===== src/rtl/axi_wid_pkg.sv =====
// axi_wid_pkg: shared ID width default, pointer-width helper and ID type for the AXI3 wid regenerator
package axi_wid_pkg;
    localparam int ID_W_DEF = 4;

    typedef logic [ID_W_DEF-1:0] axi_id_t;

    // Pointer width for a DEPTH-entry ring; a single-entry FIFO still needs a 1-bit pointer
    function automatic int clog2_depth(input int d);
        return (d <= 1) ? 1 : $clog2(d);
    endfunction
endpackage


===== src/rtl/axi_id_fifo.sv =====
// axi_id_fifo: synchronous ID FIFO with asynchronous reset and exact occupancy count
//   clk, rst      : clock, async active-high reset
//   push, pop     : write / read strobes (ignored when full / empty respectively)
//   din, dout     : write data, head entry (0 when empty)
//   full, empty   : occupancy flags derived from the registered count
//   count         : number of stored entries, 0..DEPTH
module axi_id_fifo
    import axi_wid_pkg::*;
#(
    parameter int ID_W  = ID_W_DEF,
    parameter int DEPTH = 4,
    localparam int CW   = $clog2(DEPTH + 1),
    localparam int PW   = clog2_depth(DEPTH)
) (
    input  logic            clk,
    input  logic            rst,
    input  logic            push,
    input  logic            pop,
    input  logic [ID_W-1:0] din,
    output logic [ID_W-1:0] dout,
    output logic            full,
    output logic            empty,
    output logic [CW-1:0]   count
);
    logic [ID_W-1:0] mem_q [DEPTH];
    logic [PW-1:0]   wr_q, wr_d, rd_q, rd_d;
    logic [CW-1:0]   cnt_q, cnt_d;
    logic            do_push, do_pop;

    assign full    = cnt_q == CW'(DEPTH);
    assign empty   = cnt_q == '0;
    assign count   = cnt_q;
    assign do_push = push & ~full;
    assign do_pop  = pop & ~empty;
    // Stale data stays in the ring after a pop; the head reads as 0 when nothing is open
    assign dout    = empty ? '0 : mem_q[rd_q];

    always_comb begin
        wr_d  = do_push ? ((wr_q == PW'(DEPTH - 1)) ? '0 : wr_q + 1'b1) : wr_q;
        rd_d  = do_pop ? ((rd_q == PW'(DEPTH - 1)) ? '0 : rd_q + 1'b1) : rd_q;
        cnt_d = cnt_q + CW'(do_push) - CW'(do_pop);
    end

    always_ff @(posedge clk or posedge rst) begin
        if (rst) begin
            wr_q  <= '0;
            rd_q  <= '0;
            cnt_q <= '0;
            for (int i = 0; i < DEPTH; i++) mem_q[i] <= '0;
        end else begin
            wr_q  <= wr_d;
            rd_q  <= rd_d;
            cnt_q <= cnt_d;
            if (do_push) mem_q[wr_q] <= din;
        end
    end
endmodule


===== src/rtl/axi3_wid_gen.sv =====
// axi3_wid_gen: regenerates AXI3 wid from the order of accepted AW IDs
//   aclk, global_reset             : clock, async active-high reset
//   s_awid/s_awvalid/s_awready     : AW from core
//   m_awvalid/m_awready            : AW to bridge
//   s_wvalid/s_wlast/s_wready      : W from core
//   m_wvalid/m_wready/m_wid        : W to bridge with regenerated ID
//   bid/bvalid/bready              : B channel, observed only
//   wr_open                        : AW bursts still awaiting W completion
//   bchk_err/bchk_err_id           : sticky B-order error and first offending bid
// Optional: AXI_WID_BCHK_EN adds a completed-burst ID FIFO that checks B ordering.
module axi3_wid_gen
    import axi_wid_pkg::*;
#(
    parameter int ID_W  = ID_W_DEF,
    parameter int DEPTH = 4,
    localparam int CW   = $clog2(DEPTH + 1)
) (
    input  logic            aclk,
    input  logic            global_reset,
    input  logic [ID_W-1:0] s_awid,
    input  logic            s_awvalid,
    output logic            s_awready,
    output logic            m_awvalid,
    input  logic            m_awready,
    input  logic            s_wvalid,
    input  logic            s_wlast,
    output logic            s_wready,
    output logic            m_wvalid,
    input  logic            m_wready,
    output logic [ID_W-1:0] m_wid,
    input  logic [ID_W-1:0] bid,
    input  logic            bvalid,
    input  logic            bready,
    output logic [CW-1:0]   wr_open,
    output logic            bchk_err,
    output logic [ID_W-1:0] bchk_err_id
);
    logic full, empty, w_block, aw_push, w_pop;

    // full comes from registered count, so a same-cycle pop never opens AW
    assign m_awvalid = s_awvalid & ~full;
    assign s_awready = m_awready & ~full;
    assign aw_push   = m_awvalid & m_awready;
    assign m_wvalid  = s_wvalid & ~w_block;
    assign s_wready  = m_wready & ~w_block;
    assign w_pop     = m_wvalid & m_wready & s_wlast;

    axi_id_fifo #(.ID_W(ID_W), .DEPTH(DEPTH)) u_aw_fifo (
        .clk   (aclk),
        .rst   (global_reset),
        .push  (aw_push),
        .pop   (w_pop),
        .din   (s_awid),
        .dout  (m_wid),
        .full  (full),
        .empty (empty),
        .count (wr_open)
    );

`ifdef AXI_WID_BCHK_EN
    logic            b_full, b_empty, b_hs, b_bad;
    logic [ID_W-1:0] b_head;
    logic [CW-1:0]   unused_bcnt;
    logic            err_q, err_d;
    logic [ID_W-1:0] err_id_q, err_id_d;

    // A last beat may only leave if its ID has room to wait for the matching B
    assign w_block = empty | (s_wlast & b_full);
    assign b_hs    = bvalid & bready;
    assign b_bad   = b_hs & (b_empty | (bid != b_head));

    axi_id_fifo #(.ID_W(ID_W), .DEPTH(DEPTH)) u_b_fifo (
        .clk   (aclk),
        .rst   (global_reset),
        .push  (w_pop),
        .pop   (b_hs),
        .din   (m_wid),
        .dout  (b_head),
        .full  (b_full),
        .empty (b_empty),
        .count (unused_bcnt)
    );

    always_comb begin
        err_d    = err_q | b_bad;
        err_id_d = (b_bad & ~err_q) ? bid : err_id_q;
    end

    always_ff @(posedge aclk or posedge global_reset) begin
        if (global_reset) begin
            err_q    <= 1'b0;
            err_id_q <= '0;
        end else begin
            err_q    <= err_d;
            err_id_q <= err_id_d;
        end
    end

    assign bchk_err    = err_q;
    assign bchk_err_id = err_id_q;
`else
    logic unused_b;

    assign w_block     = empty;
    assign unused_b    = ^{bid, bvalid, bready};
    assign bchk_err    = 1'b0;
    assign bchk_err_id = '0;
`endif
endmodule

===== config.mk =====
export PLATFORM = sky130hd
export DESIGN_NAME = axi3_wid_gen
export DESIGN_NICKNAME = d
export VERILOG_FILES = /design/src/rtl/axi_wid_pkg.sv /design/src/rtl/axi_id_fifo.sv /design/src/rtl/axi3_wid_gen.sv
export SDC_FILE = /design/constraint.sdc
export NUM_CORES = 1
export LEC_CHECK = 0
export BUFFER_PORTS_ARGS = -buffer_cell sky130_fd_sc_hd__clkbuf_2
export CAP_MARGIN = 40
export CORE_UTILIZATION = 25
export DETAILED_ROUTE_END_ITERATION = 6
export PLACE_DENSITY = 0.45
export REMOVE_ABC_BUFFERS = 1
export SLEW_MARGIN = 20
export SYNTH_ARGS = -nofsm -noshare
export SYNTH_HDL_FRONTEND = slang
export SYNTH_SLANG_ARGS = --single-unit

===== constraint.sdc =====
create_clock -name aclk -period 3.2 [get_ports aclk]
set_clock_uncertainty 0.2 [all_clocks]
set_input_delay 0.48 -clock aclk [delete_from_list [all_inputs] [get_ports aclk]]
set_output_delay 0.48 -clock aclk [all_outputs]
set_load 0.05 [all_outputs]

======== Yosys cells after proc, flatten, opt, wreduce, memory -nomap -nowiden ========
Index checks and enable logic that the tools add are counted.
cells by class
  add/sub/neg operators ................... 4
  order comparisons ....................... 3
  reduce and logical (&&, ||, !) cells .... 2
  muxes and demuxes ....................... 9
  equal/unequal tests ..................... 3
  bitwise gates (word level) .............. 13
operator list
  cell                                                                  count
  16-bit bitwise mux                                                    1
  4-bit two-way mux                                                     4
  1-bit AND                                                             9
  4-bit binary-select mux with 2-bit select                             1
  4-bit demux with 2-bit select                                         1
  3-bit >= comparator, second input constant                            2
  2-bit NOT with 3-bit output                                           2
  2-bit by 1-bit adder with 2-bit output, second input constant         2
  2-bit equality test, second input constant                            2
  2-bit two-way mux                                                     2
  3-bit by 1-bit adder with 3-bit output                                1
  3-bit equality test, second input constant                            1
  3-bit logical NOT                                                     1
  3-bit by 1-bit < comparator with 1-bit output, second input constant  1
  3-bit by 1-bit subtractor with 3-bit output                           1
  1-bit NOT                                                             2
  1-bit logical AND                                                     1
storage, ports and cells
  bits of input ports ..................... 17
  bits in registers ....................... 23
  output and inout bits ................... 16
  logic and storage cells ................. 41

======== Longest topological paths before layout ========
  depth in word-level cells ............... 7
  gate-level depth with buffers ........... 8
  depth with buffers taken out ............ 8

======== Cells and area by module ========
From an unflattened synthesis, not the netlist that was laid out.
unflattened totals
  cells, all modules ...................... 94
  area, all modules ....................... 1246.2 um2
by module, submodules not included
  module        area an instance (um2)  sequential area each (um2)  cells an instance  times used
  axi_id_fifo   1156.1                  575.6                       82                 1
  axi3_wid_gen  90.1                    0.0                         12                 1

======== Worst setup path after synthesis ========
No wires, ideal clock.
  path type ............................... reg-to-reg
  start point ............................. reg u_aw_fifo.cnt_q[0] (netlist: u_aw_fifo.count[0])
  end point ............................... reg u_aw_fifo.cnt_q[2] (netlist: u_aw_fifo.count[2])
  path buffers ............................ 0
  setup time .............................. 0.142 ns
  arrival time ............................ 2.341 ns
  slack ................................... 0.517 ns
  stages on the path, launching flop included .. 9
  clock period less this slack ............ 2.683 ns
  required time ........................... 2.858 ns
  cell sequence ........................... dfrtp_1 nor3_1 nor2_1 ha_1 inv_1 ha_1 fa_1 xor2_1 xnor2_1
between the ends
  word-level cells in the longest chain between the ends .. 7
  elaborated cells between the ends (all ways) .. 13
  those cells by class .................... add/sub (2); eq/ne (1); bitwise (9); reduce/logical (1)
ends and longest elaborated chain
  element                                          RTL line                               source
  start, declared                                  axi_id_fifo.sv:27                      logic [CW-1:0] cnt_q, cnt_d;
  start signal, assigned                           axi_id_fifo.sv:53                      cnt_q <= cnt_d;
  3-bit logical NOT (*)                            axi_id_fifo.sv:31                      assign empty = cnt_q == '0;
  1-bit NOT (*)                                    axi_id_fifo.sv:34, axi3_wid_gen.sv:44
  1-bit AND                                        axi3_wid_gen.sv:44                     assign m_wvalid = s_wvalid & ~w_block;
  1-bit AND (2 in a row)                           axi3_wid_gen.sv:46                     assign w_pop = m_wvalid & m_wready & s_wlast;
  1-bit AND (*)                                    axi_id_fifo.sv:34                      assign do_pop = pop & ~empty;
  via u_aw_fifo.do_pop                             axi_id_fifo.sv:28                      logic do_push, do_pop;
  3-bit by 1-bit subtractor with 3-bit output (*)  axi_id_fifo.sv:41                      cnt_d = cnt_q + CW'(do_push) - CW'(do_pop);
  via u_aw_fifo.cnt_d[2]                           axi_id_fifo.sv:27
The timed path passes the listed nets; every way through them passes the cells marked *.
A chain may end at the register's enable or synchronous reset.

======== Final worst setup path ========
  start point ............................. reg u_aw_fifo.rd_q[0]
  end point ............................... out m_wid[2]
between the ends
  word-level cells in the longest chain between the ends .. 5
ends and longest elaborated chain
  element                                               RTL line            source
  start, declared                                       axi_id_fifo.sv:26   logic [PW-1:0] wr_q, wr_d, rd_q, rd_d;
  start signal, assigned                                axi_id_fifo.sv:52   rd_q <= rd_d;
  2-bit NOT with 3-bit output (implied by the code)     axi_id_fifo.sv:36   assign dout = empty ? '0 : mem_q[rd_q];
  4-bit binary-select mux with 2-bit select             axi_id_fifo.sv:36
  4-bit two-way mux (implied by the code) (2 in a row)  axi_id_fifo.sv:36
  4-bit two-way mux                                     axi_id_fifo.sv:36
  end, declared                                         axi3_wid_gen.sv:30  output logic [ID_W-1:0] m_wid,
No other way between the ends. The select of a mux whose other input is x is not followed.

==> results summary <==
For this run, the top clock speed supported by timing is 405 MHz. The net count of the finished layout came out at 143. The time the worst path needs with I/O delays and setup is 2470 ps.

In the final layout, flip-flops and latches occupy 576 um2. STA classifies the critical path startpoint as a register. The slack of the critical path is 733 ps. Including well taps, the total number of placed cells is 179. The number of resized instances in the post-cts repair step came out at 0. In the routed design, unresolved DRC markers number 0. Buffers inserted during clock tree synthesis total 3. IR analysis of the VDD net gives a maximum drop of 0.591 mV.

Summing all multi-input logic gate instances after layout gives 612 um2. The register clock-pin slew on the reported worst setup and hold paths is 80 ps. For this design the top-level I/O count stands at 33.

In this run switching power makes up 45.4% of total power. Final hold analysis gives a worst-case slack of 293 ps. The path type of the worst setup path is register to output port. The number of detailed-route iterations in the first pass came out at 2. The setup TNS is 0 ps. After layout, the worst path uses 77.1% of the clock period. Global routing used 10.2% of the available tracks across all layers. The number of fill cells is 495. The count of mapped cells out of synthesis came out at 91. The wire-length estimate of the detail-placed layout is 1820 um. The starting density of the core came out at 26.1%.

The floorplan step defined a die boundary enclosing 0.00525 mm2. The worst setup path is captured at an output port. The ratio of total power to cell area came out at 1090 mW/mm2. The share of power burned in registers is 35.0%. The number of antenna violations at the first check in global routing was 0. The number of warnings issued by yosys came out at 0. The total number of vias is 760. The total detailed-routing wirelength is 2370 um. The wire length of the first global-routing pass is 3990 um. The max-cap violation count is 0. The post-placement setup slack is 788 ps. The number of global-route vias before repair is 816.

sky130_fd_sc_hd__dfrtp_1 takes more of the synthesized area than any other cell. Across all register-to-register paths, the minimum setup slack is 820 ps. The post-synthesis async set-or-reset flop share is 100%. The total number of clock tree sinks is 23. The post-synthesis to final-layout area growth is 20.4%. The final count of negative-setup-slack endpoints came out at 0.

The antenna diode instance count is 0. By area the synthesized netlist is led by sky130_fd_sc_hd__dfrtp_1 46%, sky130_fd_sc_hd__mux2_2 17%, sky130_fd_sc_hd__mux4_2 7.3%. Ranked by instance count, the synthesized netlist is headed by 23 x sky130_fd_sc_hd__dfrtp_1, 19 x sky130_fd_sc_hd__mux2_2, 7 x sky130_fd_sc_hd__ha_1, 7 x sky130_fd_sc_hd__inv_1. In this run, synthesis inferred 0 flip-flops with an integrated enable. After detailed routing, the number of vias per cell comes to 4.13. Cells fill 31.4% of the core in the end. Setup repair after global routing left no endpoint under its margin. The count of cells in the finished layout, fillers not included, comes to 184.

The largest single stage delay on the critical path is 570 ps. The maximum number of buffers from clock root to sink is 2. In this run the worst path has a maximum fanout of 7. Data on the critical path is required at its endpoint by 2520 ps. The layout cell share with drive strength beyond 1 is 46.2%. Entering global routing, the biggest net connects 18 pins. The count of buffers added on input and output ports is 21. The synthesized design contains 23 register bits. The total leakage power is 0.688 nW. The number of buffers inserted to repair setup after CTS came out at 0. The region available for standard cell placement spans 0.00475 mm2.

The share of total power dissipated in combinational logic is 54.0%. The number of endpoints with negative hold slack in the final report is 0. The area share of the largest cell type after synthesis is 46.4%.

The remaining global-route overflow is 0. The synthesized cell area is 0.00124 mm2. The horizontal die dimension came out at 72.4 um.

The per-cell routed wire length came out at 12.9 um. The largest individual stage delay along the critical path comes from the cell sky130_fd_sc_hd__dfrtp_1. The post-route cell area is 0.00149 mm2. The height of the chip is 72.4 um. The library cell used as clock root buffer is sky130_fd_sc_hd__clkbuf_8. In this run the mean area of a mapped cell was 13.6 um2.

Traced cell by cell, the critical path runs through mux4_2 -> and2b_1 -> clkbuf_2. The H-tree depth came out at 1. The clock latency on the worst-skew pair came out at 260 ps. TritonCTS built the clock tree.

The completed layout was analyzed and its total power is 1.62 mW. The net switching power is 0.737 mW. The min-delay analysis places its worst path in the category input port to register. The floorplan row count is 25. Once placement finished, the instance area stood at 0.00144 mm2. The number of slew-limit violations in the final report came to 0. The internal power of the cells totals 0.888 mW. The clock share of power is 11.1%. For the worst setup path, the data arrival time is 1790 ps. The remaining number of nets flagged by the antenna check after routing is 0. Sequential cells were found to cover 46.4% of the synthesized design area.

For this run, the leading register cell type out of synthesis is sky130_fd_sc_hd__dfrtp_1. Among all cell types in the netlist, the one instantiated most often is sky130_fd_sc_hd__dfrtp_1. The distinct cell type count of the synthesized netlist is 21. The number of DRC markers in iteration 0 is 10. The run finished with clean final reports. The hold buffer count at cts is 1. The routability-driven placement congestion ratio is 0.682.
==> worst paths after layout <==
| path | startpoint | endpoint | cells after the start |
|---|---|---|---|
| max in group asynchronous | global_reset | u_aw_fifo.mem_q[10] | 4 |
| worst min-delay path | s_awid[2] | u_aw_fifo.mem_q[14] | 2 |
| worst max register to register | u_aw_fifo.count[0] | u_aw_fifo.count[2] | 9 |
| worst min register to register | u_aw_fifo.mem_q[2] | u_aw_fifo.mem_q[2] | 1 |
| worst max-delay path | u_aw_fifo.rd_q[0] | m_wid[2] | 3 |
| min in group asynchronous | global_reset | u_aw_fifo.rd_q[0] | 3 |
==> critical path, delay by kind of cell (launching register included) <==
kind	cells	cell delay [ps]
AND/OR/NAND/NOR	1	180
flip-flops	1	570
buffers and inverters	1	230
multiplexers	1	540
==> metal layers <==
layer / up-vias / GRT usage (%) / share of wire [%]
met5: - / 0 / 0
met4: 0 / 3.27 / 0.97
met3: 2 / 2.78 / 5.0
met2: 23 / 16.3 / 47
met1: 382 / 13.4 / 47
li1: 353 / - / -
==> flip-flops by register name, indices dropped and copies added, names as in the netlist <==
register,flops
u_aw_fifo.count,3
u_aw_fifo.mem_q,16
u_aw_fifo.wr_q,2
u_aw_fifo.rd_q,2
==> power by group through the flow <==
stage / sequential, mW / clock (mW) / combinational (mW)
global route: 0.595 / 0.196 / 0.947
CTS: 0.572 / 0.189 / 0.892
detailed placement: 0.578 / 0 / 0.887
finish: 0.568 / 0.180 / 0.877
floorplan: 0.606 / 0 / 0.646
global placement: 0.566 / 0 / 0.857
==> final cells by class <==
type,instances,area share [%]
well taps,67,5.62
clock buffers,4,3.02
repair buffers,24,10.1
inverters,7,1.76
flip-flops and latches,23,38.6
multi-input cells,59,41.0
==> cell families (layout without fill, tap and decap cells) <==
family | Yosys count | count (layout) | share of synthesized area [%]
buffers and inverters | 13 | 35 | 5.45
flip-flops | 23 | 23 | 46.4
AO/OA/AOI/OAI | 1 | 1 | 0.606
multiplexers | 23 | 23 | 24.5
other | 1 | 5 | 0.302
adder cells (fa/ha/maj) | 8 | 8 | 8.68
XOR/XNOR | 2 | 2 | 1.41
AND/OR/NAND/NOR | 20 | 20 | 12.6
==> layout by cell type (no fill, tap or decap), types with 3 or more instances in the layout <==
| master | n |
|---|---|
| sky130_fd_sc_hd__clkbuf_8 | 3 |
| sky130_fd_sc_hd__mux4_2 | 4 |
| sky130_fd_sc_hd__clkbuf_2 | 21 |
| sky130_fd_sc_hd__conb_1 | 5 |
| sky130_fd_sc_hd__nor3b_2 | 4 |
| sky130_fd_sc_hd__mux2_2 | 19 |
| sky130_fd_sc_hd__and2b_1 | 5 |
| sky130_fd_sc_hd__nor2_1 | 3 |
| sky130_fd_sc_hd__inv_1 | 7 |
| sky130_fd_sc_hd__dfrtp_1 | 23 |
| sky130_fd_sc_hd__ha_1 | 7 |
| sky130_fd_sc_hd__nor2b_1 | 3 |
No activity file was read; power rests on OpenSTA's default activity.
